<file path="src/rtl/detect_defs_pkg.sv">
// Shared widths and accumulator re-arm constants for the detection pipeline.
package detect_defs_pkg;

  localparam int unsigned COORD_W = 16;
  localparam int unsigned CNT_W   = 24;

  localparam logic [COORD_W-1:0] COORD_MIN_INIT = '1;
  localparam logic [COORD_W-1:0] COORD_MAX_INIT = '0;

  typedef enum logic [1:0] {
    EvNone,
    EvPixel,
    EvRow,
    EvFrameEnd
  } bbox_event_e;

endpackage

</file>
<file path="src/rtl/bbox_axis_range.sv">
// One axis of the bounding box: running min/max plus the published copy.
module bbox_axis_range
  import detect_defs_pkg::*;
(
  input  logic               clk,
  input  logic               reset,
  input  logic               update,
  input  logic               rearm,
  input  logic               snapshot,
  input  logic               zero_out,
  input  logic [COORD_W-1:0] coord,
  output logic [COORD_W-1:0] out_min,
  output logic [COORD_W-1:0] out_max
);

  logic [COORD_W-1:0] min_q, max_q;

  always_ff @(posedge clk or posedge reset) begin
    if (reset) begin
      min_q <= COORD_MIN_INIT;
      max_q <= COORD_MAX_INIT;
    end else if (rearm) begin
      min_q <= COORD_MIN_INIT;
      max_q <= COORD_MAX_INIT;
    end else if (update) begin
      if (coord < min_q) min_q <= coord;
      if (coord > max_q) max_q <= coord;
    end
  end

  // Empty frames publish zero bounds rather than the re-arm sentinels.
  always_ff @(posedge clk or posedge reset) begin
    if (reset) begin
      out_min <= '0;
      out_max <= '0;
    end else if (snapshot) begin
      out_min <= zero_out ? '0 : min_q;
      out_max <= zero_out ? '0 : max_q;
    end
  end

endmodule

</file>
<file path="src/rtl/bbox_tracker.sv">
// Per-frame foreground bounding box and pixel count, published through a
// valid/ready holding register with an overrun counter.
module bbox_tracker
  import detect_defs_pkg::*;
#(
  parameter int unsigned MIN_PIXELS = 16,
  parameter int unsigned OVR_W      = 8
) (
  input  logic               clk,
  input  logic               reset,
  input  logic               en,
  input  logic               hsync,
  input  logic               vsync,
  input  logic [COORD_W-1:0] x,
  input  logic [COORD_W-1:0] y,
  input  logic [COORD_W-1:0] frame,
  input  logic               fg,
  output logic               out_valid,
  input  logic               out_ready,
  output logic [COORD_W-1:0] out_x_min,
  output logic [COORD_W-1:0] out_x_max,
  output logic [COORD_W-1:0] out_y_min,
  output logic [COORD_W-1:0] out_y_max,
  output logic [CNT_W-1:0]   out_count,
  output logic [COORD_W-1:0] out_frame,
  output logic               out_empty,
  output logic [OVR_W-1:0]   overrun_cnt
);

  bbox_event_e      ev;
  logic             pix_ev, end_ev, empty_now;
  logic [CNT_W-1:0] count_q;

  // hsync wins over vsync, mirroring the location generator.
  always_comb begin
    ev = EvNone;
    if (en) begin
      if (hsync)      ev = EvRow;
      else if (vsync) ev = EvFrameEnd;
      else if (fg)    ev = EvPixel;
    end
  end

  assign pix_ev    = (ev == EvPixel);
  assign end_ev    = (ev == EvFrameEnd);
  assign empty_now = (count_q < CNT_W'(MIN_PIXELS));

  bbox_axis_range u_x_axis (
    .clk      (clk),
    .reset    (reset),
    .update   (pix_ev),
    .rearm    (end_ev),
    .snapshot (end_ev),
    .zero_out (empty_now),
    .coord    (x),
    .out_min  (out_x_min),
    .out_max  (out_x_max)
  );

  bbox_axis_range u_y_axis (
    .clk      (clk),
    .reset    (reset),
    .update   (pix_ev),
    .rearm    (end_ev),
    .snapshot (end_ev),
    .zero_out (empty_now),
    .coord    (y),
    .out_min  (out_y_min),
    .out_max  (out_y_max)
  );

  always_ff @(posedge clk or posedge reset) begin
    if (reset) begin
      count_q <= '0;
    end else if (end_ev) begin
      count_q <= '0;
    end else if (pix_ev && count_q != '1) begin
      count_q <= count_q + 1'b1;
    end
  end

  always_ff @(posedge clk or posedge reset) begin
    if (reset) begin
      out_valid   <= 1'b0;
      out_count   <= '0;
      out_frame   <= '0;
      out_empty   <= 1'b0;
      overrun_cnt <= '0;
    end else begin
      if (end_ev) begin
        out_valid <= 1'b1;
        out_count <= count_q;
        out_frame <= frame;
        out_empty <= empty_now;
        // A box still waiting with no acceptance this cycle is lost.
        if (out_valid && !out_ready && overrun_cnt != '1) begin
          overrun_cnt <= overrun_cnt + 1'b1;
        end
      end else if (out_valid && out_ready) begin
        out_valid <= 1'b0;
      end
    end
  end

endmodule

</file>
<file path="config.mk">
export PLATFORM = sky130hd
export DESIGN_NAME = bbox_tracker
export DESIGN_NICKNAME = d
export VERILOG_FILES = /design/src/rtl/detect_defs_pkg.sv /design/src/rtl/bbox_axis_range.sv /design/src/rtl/bbox_tracker.sv
export SDC_FILE = /design/constraint.sdc
export NUM_CORES = 1
export LEC_CHECK = 0
export BUFFER_PORTS_ARGS = -buffer_cell sky130_fd_sc_hd__buf_2
export CORE_UTILIZATION = 40
export CTS_CLUSTER_DIAMETER = 30
export DETAILED_ROUTE_END_ITERATION = 16
export PLACE_DENSITY = 0.68
export SLEW_MARGIN = 10
export SYNTH_ARGS = -nofsm -noshare
export SYNTH_HDL_FRONTEND = slang
export SYNTH_HIERARCHICAL = 1
export SYNTH_SLANG_ARGS = --single-unit
export TNS_END_PERCENT = 30
</file>
<file path="constraint.sdc">
create_clock -name clk -period 2.55 [get_ports clk]
set_clock_uncertainty 0.15 [all_clocks]
set_input_delay 0.3825 -clock clk [delete_from_list [all_inputs] [get_ports clk]]
set_output_delay 0.3825 -clock clk [all_outputs]
set_load 0.01 [all_outputs]
</file>
**Word level (Yosys, flattened, before mapping)**

Index checks and enable logic that the tools add are counted.

- $add $sub $neg: 2
- Multiplexer cells: 24
- $lt $le $gt $ge: 5
- Eq/ne operators: 4
- Reductions and logical operators: 17

Operator list:

| cell | count |
|---|---|
| $mux 16 | 16 |
| $mux 24 | 2 |
| $gt 16x16->1 | 2 |
| $lt 16x16->1 | 2 |
| $add 24x1->24 const B | 1 |
| $lt 24x5->1 const B | 1 |
| $ne 24x24->1 const B | 1 |
| $reduce_bool 2->1 | 7 |
| $reduce_and 2->1 | 5 |
| $add 8x1->8 const B | 1 |
| $ne 8x8->1 const B | 1 |
| $mux 2 | 3 |
| $logic_and 1x1->1 | 4 |
| $mux 1 | 3 |
| $eq 2x1->1 const B | 1 |
| $eq 2x2->1 const B | 1 |
| $logic_not 1->1 | 1 |

- Output and inout port bits: 114
- Register bits: 202
- Bits of input ports: 55
- Word-level logic and storage cells: 66

**Logic depth before layout (Yosys ltp)**

Gate-level depths: netlist (run 1).

- Depth after elaboration: 8
- Gate-level depth with buffers: 9
- Depth with buffers taken out: 7

**Modules after synthesis**

Netlist (run 1), hierarchy kept.

Modules (own cells, without submodules):

| module | cells each | sequential area each (um2) | area each (um2) | instances |
|---|---|---|---|---|
| bbox_axis_range | 350 | 1621.6 | 3423.3 | 2 |
| bbox_tracker | 367 | 1851.8 | 3354.5 | 1 |

**Worst setup path before layout (run 1)**

No wires, ideal clock.

- Path kind: input-to-reg
- Start point: input port hsync
- End point: register u_x_axis.max_q[15]
- Required time: 2.335 ns
- Arrival time: 2.329 ns
- Path buffers: 4
- Library setup time: 0.065 ns
- Stages on the path: 8
- Slack: 0.006 ns
- Path through: nand3b_1 clkbuf_1 inv_1 buf_1 clkbuf_1 o41ai_2 buf_4 a22o_1

- Longest elaborated chain between the ends: 5
- Elaborated cells between the ends (all ways): 8
- Classes of those cells: eq/ne: 2; mux: 3; reduce/logical: 3

Ends and longest elaborated chain:

| what | RTL line | text |
|---|---|---|
| start: declaration | bbox_tracker.sv:12 | `input logic hsync,` |
| $mux 2 * | bbox_tracker.sv:38 | `if (hsync) ev = EvRow;` |
| $mux 2 * | bbox_tracker.sv:37 | `if (en) begin` |
| $eq 2x2->1 * | bbox_tracker.sv:45 | `assign end_ev = (ev == EvFrameEnd);` |
| net end_ev | bbox_tracker.sv:31 | `logic pix_ev, end_ev, empty_now;` |
| $reduce_bool 2->1 (no line) | n/a |  |
| $reduce_and 2->1 (no line) | n/a |  |
| end signal: assignment | bbox_axis_range.sv:27 | `if (coord > max_q) max_q <= coord;` |
| end: declaration | bbox_axis_range.sv:16 | `logic [COORD_W-1:0] min_q, max_q;` |

Mark *: on every way through the listed nets, which the timed path passes. The rest lies on a longest branch.
A chain may end at the register's enable or synchronous reset.

**Worst setup path after layout (run 1)**

- Start point: input port y[13]
- End point: register u_y_axis.max_q[6]

- Longest elaborated chain between the ends: 3

Ends and longest elaborated chain:

| what | RTL line | text |
|---|---|---|
| start: declaration | bbox_tracker.sv:15 | `input logic [COORD_W-1:0] y,` |
| $gt 16x16->1 | bbox_axis_range.sv:27 |  |
| $reduce_bool 2->1 (no line) | n/a |  |
| $reduce_and 2->1 (no line) | n/a |  |
| end signal: assignment | bbox_axis_range.sv:27 |  |
| end: declaration | bbox_axis_range.sv:16 |  |

No other way between the ends.

==> run_results.csv, run 1 <==
group,metric,value,unit
yosys,synth_top_area_frac,0.4170,
outcome,failed_checks,"DRC",
detailed_routing,wirelength,26.17,mm
layout,layout-drive-gt1-share,0.2690,
sta,period_share,0.9577,
critical_path,critPathArrivalTime,2.69,ns
clock_network,clk_latency,0.54,ns
clock_network,cts-root-buf,"clkbuf_16",
global_routing,overflow,0,
clock_network,cts_buffers,49,
sta,finalMaxSlewViolations,0,
placed_design,io_buffers,168,
placed_design,dp_hpwl,17.71,mm
layout,diodes,0,
critical_path,crit_type,"in2reg",
detailed_routing,drtIter0Drc,540,
detailed_routing,drc,1,
power_and_ir_drop,power.total,11330,uW
die,ios,169,
clock_network,clock-sinks,202,
critical_path,cp_data_required_time,2.80,ns
die,core.rowCount,58,
sta,worst_pin_slew,1.152,ns
run,drv_cap,0,
sta,timing.slew.headroom,0.2304,
power_and_ir_drop,p_leak,0.006965,uW
yosys,netlist_instances,1067,
placed_design,dp_slack,0.1169,ns
yosys,yosys.area.top_type,"dfrtp_1",
sta,fmax,409.5,MHz
detailed_routing,firstDrtPassIters,11,
sta,timing.final.ws_setup,0.1080,ns
layout,area_delta_synth_final,34.69,%
yosys,netlist_area,10200,sq um
sta,setup_viol,0,
layout,utilization,0.5472,
detailed_routing,drtAntennaViolNets,0,
detailed_routing,vias,8543,
die,die-area,26150,sq um
layout,final_nets,1435,
sta,tns,0,ns
global_routing,antenna_found_initial,0,
critical_path,end_kind,"flop",
yosys,synth_edf_count,0,
die,core_area,25110,sq um
yosys,synth_cell_types,62,
layout,finalNonFillerCells,1687,
clock_network,cts_tree,"done",
detailed_routing,wl_per_cell,15.51,microns
layout,final_common_cell,"nand2_1",
placed_design,dp.cells,1558,
hold_path,hp-class,"in2reg",
die,die_w,161.7,microns
detailed_routing,avgViaCountPerCell,5.064,
global_routing,grt_pass1_wl,43.41,mm
yosys,ys_ff_latch,202,
placed_design,globalplace.congestion,0.8960,
sta,hold_viol,0,
critical_path,start_kind,"input port",
die,initial_core_util,0.4063,
yosys,synthFlopType,"dfrtp_1",
critical_path,worstPathMaxFanout,10,
yosys,synth_area_per_cell,9.560,sq um
sta,rsz0062_at_grt,"false",
clock_network,clk_pin_slew_worst_paths,0.04,ns
yosys,async_flop_share,1.000,
sta,period_minus_slack,2.442,ns
yosys,synth_warnings,6,
outcome,status,"complete, but fails checks",
die,die_h,161.7,microns
power_and_ir_drop,irDropWorstVdd,538.7,uV
global_routing,grt_max_degree,103,
clock_network,clock_path_buffers,3,
yosys,syn-num-nets,1186,
global_routing,first_global_vias,8716,
clock_network,htreeDepth,2,
yosys,synth_area_leaders,"dfrtp_1 42%, dfstp_2 8.2%, ha_1 7.8%, nand2_1 7.6%, inv_1 5.0%",
layout,final_cell_mix,"207 x nand2_1, 170 x dfrtp_1, 168 x buf_2",
power_and_ir_drop,power.density,824.9,nW/um^2
yosys,yosysSeqAreaShare,0.4994,
global_routing,grt_usage,0.2052,
layout,fillers,2261,
-- per-layer routing --
layer | track usage | vias up | wire [microns]
li1 | - | 4134 | -
met1 | 0.2702 | 4100 | 11800
met2 | 0.3295 | 245 | 12260
met3 | 0.04367 | 64 | 1448
met4 | 0.08233 | 0 | 667
met5 | 0 | - | 0
-- critical path, stage by stage --
cell and delay [ns]:
dlygate4sd3_1 0.56, buf_2 0.16, ha_1 0.30, nand4_1 0.22, a2111oi_2 0.51, o41ai_2 0.14, buf_4 0.19, a22o_1 0.24
-- final timing paths --
kind / start / to / slack, ns / depth (start not counted)
worst max-delay path: y[13] / u_y_axis/max_q[6]$_DFFE_PP0P_ / 0.11 / 8
worst min-delay path: y[5] / u_y_axis/min_q[5]$_DFFE_PP1P_ / 0.02 / 3
worst max register to register: u_x_axis/min_q[14]$_DFFE_PP1P_ / u_x_axis/min_q[12]$_DFFE_PP1P_ / 0.14 / 8
worst min register to register: out_frame[15]$_DFFE_PP0P_ / out_frame[15]$_DFFE_PP0P_ / 0.32 / 2
max in group asynchronous: reset / u_y_axis/min_q[4]$_DFFE_PP1P_ / 1.24 / 4
min in group asynchronous: reset / u_x_axis/out_min[15]$_DFFE_PP0P_ / 0.33 / 3
-- cell type report --
type | instances | area [sq um] | area share
flip-flops and latches | 202 | 5095 | 0.3708
multi-input cells | 680 | 4385 | 0.3192
repair buffers | 247 | 1605 | 0.1168
clock buffers | 61 | 1394 | 0.1014
inverters | 136 | 515.5 | 0.03752
well taps | 330 | 412.9 | 0.03005
clock inverters | 31 | 331.6 | 0.02413
-- synthesized netlist by cell type, drive strengths merged (10+ instances only) --
master  instances
a21oi          21
o21ai          42
nand4          21
and3           10
buf            16
nor2           81
nand2         207
a22o           32
ha             64
clkbuf         33
dfstp          32
o22ai          34
nand3          29
inv           136
mux2i          34
dfrtp         170
-- sequential cells by signal, summed over array words and instances (netlist names) --
| register | flops |
|---|---|
| count_q | 24 |
| out_count | 24 |
| out_empty | 1 |
| out_frame | 16 |
| out_valid | 1 |
| overrun_cnt | 8 |
| u_x_axis/max_q | 16 |
| u_x_axis/min_q | 16 |
| u_x_axis/out_max | 16 |
| u_x_axis/out_min | 16 |
| u_y_axis/max_q | 16 |
| u_y_axis/min_q | 16 |
| u_y_axis/out_max | 16 |
| u_y_axis/out_min | 16 |
-- cells by family after synthesis --
| group | after synthesis | synth area share |
|---|---|---|
| AOI/OAI and AO/OA | 182 | 0.1363 |
| xor gates and xnor gates | 11 | 0.009444 |
| adders and majority gates | 64 | 0.07850 |
| buffers and inverters | 185 | 0.07384 |
| DFF | 202 | 0.4994 |
| muxes | 35 | 0.03447 |
| and+or+nand+nor | 388 | 0.1680 |
-- power by group --
part	internal, uW	switching (uW)
logic	571	703
registers	3520	194
clock network	4380	1960
-- per-stage QoR --
step           hold slack, ns  area (sq um)
2_1_floorplan          0.3217         10200
3_3_place_gp           0.3025         11620
3_5_place_dp           0.3077         11620
4_1_cts             0.0005985         13710
5_1_grt              0.009972         13740
6_report              0.02373         13740
-- timing repair --
action | CTS | global route
setup endpoints to repair | 0 | 12
hold buffers | 36 | 1
endpoints found under the hold margin | 150 | 1
resized for setup | 0 | 3
buffers inserted | 0 | 0
Note: power is estimated with default switching activity, not from simulation.
==> inputs of run 2 (changes only) <==
--- a/config.mk
+++ b/config.mk
@@ -9,6 +9,7 @@
 export CORE_UTILIZATION = 40
 export CTS_CLUSTER_DIAMETER = 30
 export DETAILED_ROUTE_END_ITERATION = 16
+export HOLD_SLACK_MARGIN = 0.1
 export PLACE_DENSITY = 0.68
 export SLEW_MARGIN = 10
 export SYNTH_ARGS = -nofsm -noshare
==> run_results.csv, run 2 (same netlist as run 1, synthesis figures left out) <==
group,metric,value,unit
outcome,status,"complete, but fails checks",
outcome,failed_checks,"DRC",
sta,rsz0062_at_grt,"false",
layout,largestRegisters,"count_q: 24 flops, out_count: 24 flops",
critical_path,r2r_start,"u_x_axis/min_q[14]$_DFFE_PP1P_",
die,die-area,26150,sq um
global_routing,grt_usage,0.2066,
critical_path,slowest_delay,0.56,ns
die,ios,169,
critical_path,worst_path_max_delay_cell,"dlygate4sd3_1",
layout,final_cell_mix,"207 x nand2_1, 170 x dfrtp_1, 168 x buf_2",
critical_path,cp.depth,8,
clock_network,cts-root-buf,"clkbuf_16",
die,core_area,25110,sq um
sta,period_minus_slack,2.453,ns
clock_network,clock_path_buffers,3,
critical_path,cp-startpoint,"y[14]",
die,die_h,161.7,microns
power_and_ir_drop,power.total,11350,uW
critical_path,worstPathMaxFanout,10,
clock_network,htreeDepth,2,
sta,setup_viol,0,
power_and_ir_drop,p_int,8485,uW
global_routing,first_global_vias,8776,
global_routing,antenna_found_initial,0,
power_and_ir_drop,switching_power,2862,uW
placed_design,io_buffers,168,
layout,diodes,0,
global_routing,grt_pass1_wl,43.70,mm
placed_design,dp_hpwl,17.71,mm
hold_path,hp-class,"in2reg",
detailed_routing,firstDrtPassIters,11,
critical_path,start_kind,"input port",
run,drv_cap,0,
layout,final_nets,1447,
detailed_routing,avgViaCountPerCell,5.049,
detailed_routing,wirelength,26.34,mm
clock_network,clock-sinks,202,
layout,layout-drive-gt1-share,0.2666,
die,initial_core_util,0.4063,
power_and_ir_drop,pwr-share-comb,0.114,
sta,period_share,0.9618,
critical_path,r2r_cells,8,
sta,hold_viol,0,
power_and_ir_drop,p_sw_frac,0.2522,
detailed_routing,vias,8579,
power_and_ir_drop,irDropWorstVdd,537.2,uV
critical_path,end_kind,"flop",
die,die_w,161.7,microns
critical_path,cp_data_required_time,2.80,ns
detailed_routing,drtIter0Drc,567,
clock_network,clk_latency,0.54,ns
critical_path,crit_type,"in2reg",
power_and_ir_drop,clockPowerShare,0.559,
power_and_ir_drop,p_leak,0.007015,uW
clock_network,cts_buffers,49,
critical_path,crit_buf_inv,3,
sta,worst_pin_slew,1.163,ns
sta,finalMaxSlewViolations,0,
layout,area_delta_synth_final,35.86,%
sta,fmax,407.7,MHz
hold_path,hold_path.startpoint,"out_ready",
critical_path,path_delay_family,"buffers and inverters",
clock_network,cts_tree,"done",
critical_path,crit_chain,"dlygate4sd3_1 > buf_2 > ha_1 > nand4_1 > a2111oi_2 > o41ai_2 > buf_4 > a22o_1",
hold_path,hold_depth,3,
detailed_routing,drc,1,
sta,timing.slew.headroom,0.2231,
global_routing,grt_max_degree,103,
power_and_ir_drop,power.density,818.7,nW/um^2
detailed_routing,wl_per_cell,15.50,microns
placed_design,globalplace.congestion,0.8960,
detailed_routing,drtAntennaViolNets,0,
clock_network,cts_setup_buffers,0,
sta,holdWs,0.1464,ns
sta,tns,0,ns
die,core.rowCount,58,
power_and_ir_drop,power_frac_seq,0.327,
global_routing,overflow,0,
clock_network,clk_pin_slew_worst_paths,0.05,ns
critical_path,critPathArrivalTime,2.70,ns
layout,final_common_cell,"nand2_1",
-- run 2: cell count changes in the layout (fill, tap and decap cells not counted), sizes merged --
cell / previous run / this run
dlygate4sd3: 37 / 49
-- run 2: path summary, 6_finish.rpt --
path / end / slack (ns)
worst min register to register: out_frame[15]$_DFFE_PP0P_ / 0.32
worst min-delay path: out_valid$_DFFE_PP0P_ / 0.15
min in group asynchronous: u_x_axis/out_min[15]$_DFFE_PP0P_ / 0.33
max in group asynchronous: u_y_axis/min_q[5]$_DFFE_PP1P_ / 1.24
worst max register to register: u_x_axis/min_q[12]$_DFFE_PP1P_ / 0.15
worst max-delay path: u_y_axis/max_q[6]$_DFFE_PP0P_ / 0.1
-- run 2: power by group through the flow --
stage | Sequential, uW | Combinational [uW] | Clock (uW)
floorplan | 3740 | 799 | 0
global placement | 3740 | 1170 | 0
detailed placement | 3750 | 1220 | 0
CTS | 3710 | 1290 | 6460
global route | 3750 | 1450 | 6640
finish | 3710 | 1290 | 6340
-- run 2: routing by layer --
layer	track usage	wire length, microns	up-vias
li1	-	-	4157
met1	0.2720	11880	4125
met2	0.3335	12400	240
met3	0.04443	1448	57
met4	0.07890	605	0
met5	0	0	-
-- run 2: stage by stage --
step | instance area [sq um] | cells | worst slack [ns] | utilization
floorplan | 10200 | 1067 | 0.005691 | -
global placement | 11620 | 1558 | 0.1447 | 0.4630
detailed placement | 11620 | 1558 | 0.1169 | 0.4630
CTS | 13840 | 1699 | 0.09452 | 0.5512
global route | 13860 | 1699 | 0.01629 | 0.5520
finish | 13860 | 1699 | 0.09749 | 0.5520
-- run 2: what timing repair did --
item                                    CTS  global route
endpoints found under the setup margin    0            30
endpoints found under the hold margin   191             0
hold buffers                             49             0
resized for setup                         0             3
-- run 2: worst min-delay path, cell delays in order --
cell and delay [ns]:
buf_2 0.08, nor2b_1 0.06, or2_2 0.27
-- run 2: cell type report --
cell class | instances | area [sq um]
Clock buffer | 61 | 1394
Timing Repair Buffer | 259 | 1725
Multi-Input combinational cell | 680 | 4385
Fill cell | 2234 | 11250
Sequential cell | 202 | 5095
Inverter | 136 | 515.5
Tap cell | 330 | 412.9
Clock inverter | 31 | 331.6
==> inputs of run 3 (changes only) <==
--- a/config.mk
+++ b/config.mk
@@ -5,6 +5,7 @@
 export SDC_FILE = /design/constraint.sdc
 export NUM_CORES = 1
 export LEC_CHECK = 0
+export ABC_AREA = 1
 export BUFFER_PORTS_ARGS = -buffer_cell sky130_fd_sc_hd__buf_2
 export CORE_UTILIZATION = 40
 export CTS_CLUSTER_DIAMETER = 30
==> run_results.csv, run 3 <==
group,metric,value,unit
outcome,status,"finished, final reports clean",
power_and_ir_drop,irDropWorstVdd,622.5,uV
detailed_routing,drtIter0Drc,587,
yosys,async_flop_share,1.000,
clock_network,clock_path_buffers,3,
sta,period_share,0.9494,
detailed_routing,wirelength,28.00,mm
placed_design,dp_hpwl,18.43,mm
power_and_ir_drop,pwr-share-comb,0.127,
die,die_w,164.5,microns
sta,holdWs,0.1994,ns
power_and_ir_drop,power_frac_seq,0.328,
detailed_routing,vias,9266,
layout,utilization,0.5346,
run,drv_cap,0,
detailed_routing,avgViaCountPerCell,4.947,
layout,final_cell_mix,"344 x nand2_1, 185 x inv_1, 170 x dfrtp_1",
die,core.rowCount,59,
global_routing,grtUsageMet3,0.04897,
critical_path,path_delay_family,"simple AND/OR/NAND/NOR gates",
power_and_ir_drop,switching_power,2889,uW
critical_path,start_kind,"input port",
die,core_area,25980,sq um
yosys,ys_ff_latch,202,
power_and_ir_drop,p_sw_frac,0.2550,
critical_path,crit_type,"in2reg",
critical_path,worstPathMaxFanout,17,
power_and_ir_drop,power.density,815.6,nW/um^2
layout,area_delta_synth_final,31.54,%
critical_path,r2r_start,"u_x_axis/min_q[15]$_DFFE_PP1P_",
layout,largestRegisters,"count_q: 24 flops, out_count: 24 flops",
sta,rsz0062_at_grt,"false",
sta,worst_pin_slew,1.096,ns
clock_network,clk_pin_slew_worst_paths,0.05,ns
critical_path,crit_buf_inv,2,
clock_network,htreeDepth,2,
yosys,synth_cell_types,33,
yosys,yosys.area.top_type,"dfrtp_1",
critical_path,critPathArrivalTime,2.67,ns
global_routing,use_met2,0.3425,
power_and_ir_drop,p_leak,0.007214,uW
detailed_routing,firstDrtPassIters,4,
die,die-area,27050,sq um
layout,diodes,0,
global_routing,first_global_vias,9164,
sta,tns,0,ns
detailed_routing,wl_per_cell,14.95,microns
yosys,synth_top_area_frac,0.4028,
layout,final_common_cell,"nand2_1",
clock_network,cts-root-buf,"clkbuf_16",
yosys,synth_area_per_cell,8.276,sq um
critical_path,timing.rr.end,"u_x_axis/min_q[13]$_DFFE_PP1P_",
critical_path,crit_chain,"dlygate4sd3_1 > buf_2 > ha_1 > nand2_1 > nor2_1 > nand4_1 > nor2_1 > nor2_4 > nand2_2 > nand3_1 > nand2_1",
power_and_ir_drop,clockPowerShare,0.545,
critical_path,ff2ff_setup_slack,0.19,ns
clock_network,clk_latency,0.53,ns
layout,final_nets,1624,
sta,hold_viol,0,
layout,fillers,2347,
layout,fin_area,13890,sq um
global_routing,antenna_found_initial,0,
yosys,syn-num-nets,1395,
die,initial_core_util,0.4064,
clock_network,cts_tree,"done",
yosys,yosysSeqAreaShare,0.4825,
yosys,netlist_instances,1276,
yosys,synthFlopType,"dfrtp_1",
detailed_routing,drc,0,
clock_network,cts_setup_buffers,0,
global_routing,grt_use_met1,0.2687,
critical_path,cp_data_required_time,2.80,ns
critical_path,end_kind,"flop",
yosys,synth_top_cells_by_count,"345 x nand2_1, 189 x inv_1, 170 x dfrtp_1",
layout,layout-drive-gt1-share,0.2412,
sta,timing.slew.headroom,0.2695,
die,ios,169,
hold_path,hp-class,"in2async",
sta,fmax,413.1,MHz
yosys,yosysMostFrequentCell,"nand2_1",
yosys,synth_edf_count,0,
global_routing,overflow,0,
yosys,netlist_area,10560,sq um
die,die_h,164.5,microns
critical_path,r2r_cells,9,
placed_design,globalplace.congestion,0.8694,
power_and_ir_drop,p_int,8440,uW
yosys,synth_area_leaders,"dfrtp_1 40%, nand2_1 12%, dfstp_2 8.0%, ha_1 7.6%, inv_1 6.7%",
sta,finalMaxSlewViolations,0,
placed_design,io_buffers,168,
detailed_routing,drtAntennaViolNets,0,
global_routing,grt_max_degree,99,
clock_network,clock-sinks,202,
sta,setup_viol,0,
critical_path,slowest_delay,0.54,ns
critical_path,worst_path_max_delay_cell,"dlygate4sd3_1",
yosys,synth_warnings,6,
sta,period_minus_slack,2.421,ns
global_routing,grt_pass1_wl,45.48,mm
global_routing,grt_usage,0.2094,
global_routing,busiest_layer,"met2",
placed_design,placed_area,11770,sq um
clock_network,cts_buffers,44,
==> run 3: cell types whose count changed after synthesis, sizes merged, moves of 9 or more <==
cell,delta
nor2,-27
nand4,+17
and3,-10
o22ai,+26
nand2,+169
inv,+56
xor2,+9
mux2i,-34
a22o,-32
or2,+28
nand3,+83
==> run 3: kinds of logic after synthesis <==
kind of cell	after synthesis	synth area share
AND/OR/NAND/NOR	619	0.2629
adder cells (fa/ha/maj)	64	0.07583
buffers and inverters	246	0.09443
flip-flops	202	0.4825
AO/OA/AOI/OAI	128	0.07026
XOR/XNOR	17	0.01410
==> run 3: layout make-up <==
cell class	instances	area, sq um	area share
clock buffers	51	1179	0.08485
inverters	194	729.5	0.05251
multi-input cells	828	4476	0.3222
repair buffers	235	1556	0.1121
flip-flops and latches	202	5095	0.3668
clock inverters	28	436.7	0.03144
well taps	335	419.2	0.03017
==> run 3: worst max-delay path by stage <==
stage	slack, ns	cells past startpoint	startpoint	end
6_report	0.13	11	x[7]	u_x_axis/max_q[6]$_DFFE_PP0P_
3_3_place_gp	-0.06	10	x[7]	u_x_axis/max_q[7]$_DFFE_PP0P_
5_1_grt	0.009	11	x[7]	u_x_axis/max_q[7]$_DFFE_PP0P_
2_1_floorplan	0.14	1	reset	count_q[0]$_DFFE_PP0P_
4_1_cts	0.15	11	x[7]	u_x_axis/max_q[7]$_DFFE_PP0P_
3_5_place_dp	-0.13	10	x[7]	u_x_axis/max_q[7]$_DFFE_PP0P_
==> run 3: power groups by stage <==
stage	Sequential [uW]	Combinational, uW	Clock [uW]
4_1_cts	3710	1440	6260
5_1_grt	3750	1640	6430
2_1_floorplan	3760	895	0
6_report	3720	1440	6170
3_5_place_dp	3760	1370	0
3_3_place_gp	3750	1330	0
==> run 3: timing repair <==
| action | 4_1_cts | 5_1_grt |
|---|---|---|
| endpoints found under the hold margin | 228 | 0 |
| hold buffers | 50 | 0 |
| resized for setup | 1 | 0 |
| setup endpoints to repair | 2 | 0 |
==> run 3: metrics by stage <==
step	cells	worst slack [ns]	total power, uW
finish	1873	0.1291	11330
global route	1873	0.008766	11820
CTS	1873	0.1479	11420
detailed placement	1744	-0.1280	5125
global placement	1744	-0.05646	5076
floorplan	1276	0.1359	4660
==> run 3: layer usage <==
layer	part of all wire	vias to the layer above
met5	0	-
met3	0.064	69
met4	0.028	0
met2	0.47	263
li1	-	4569
met1	0.44	4365
==> run 3: worst reg2reg max path, delay by kind of cell, from the launching register on <==
kind            cells  cell delay [ns]
simple gates        5             0.75
flops               1             0.53
compound gates      2             0.48
fa+ha+maj           1             0.31
buf+inv             1             0.08
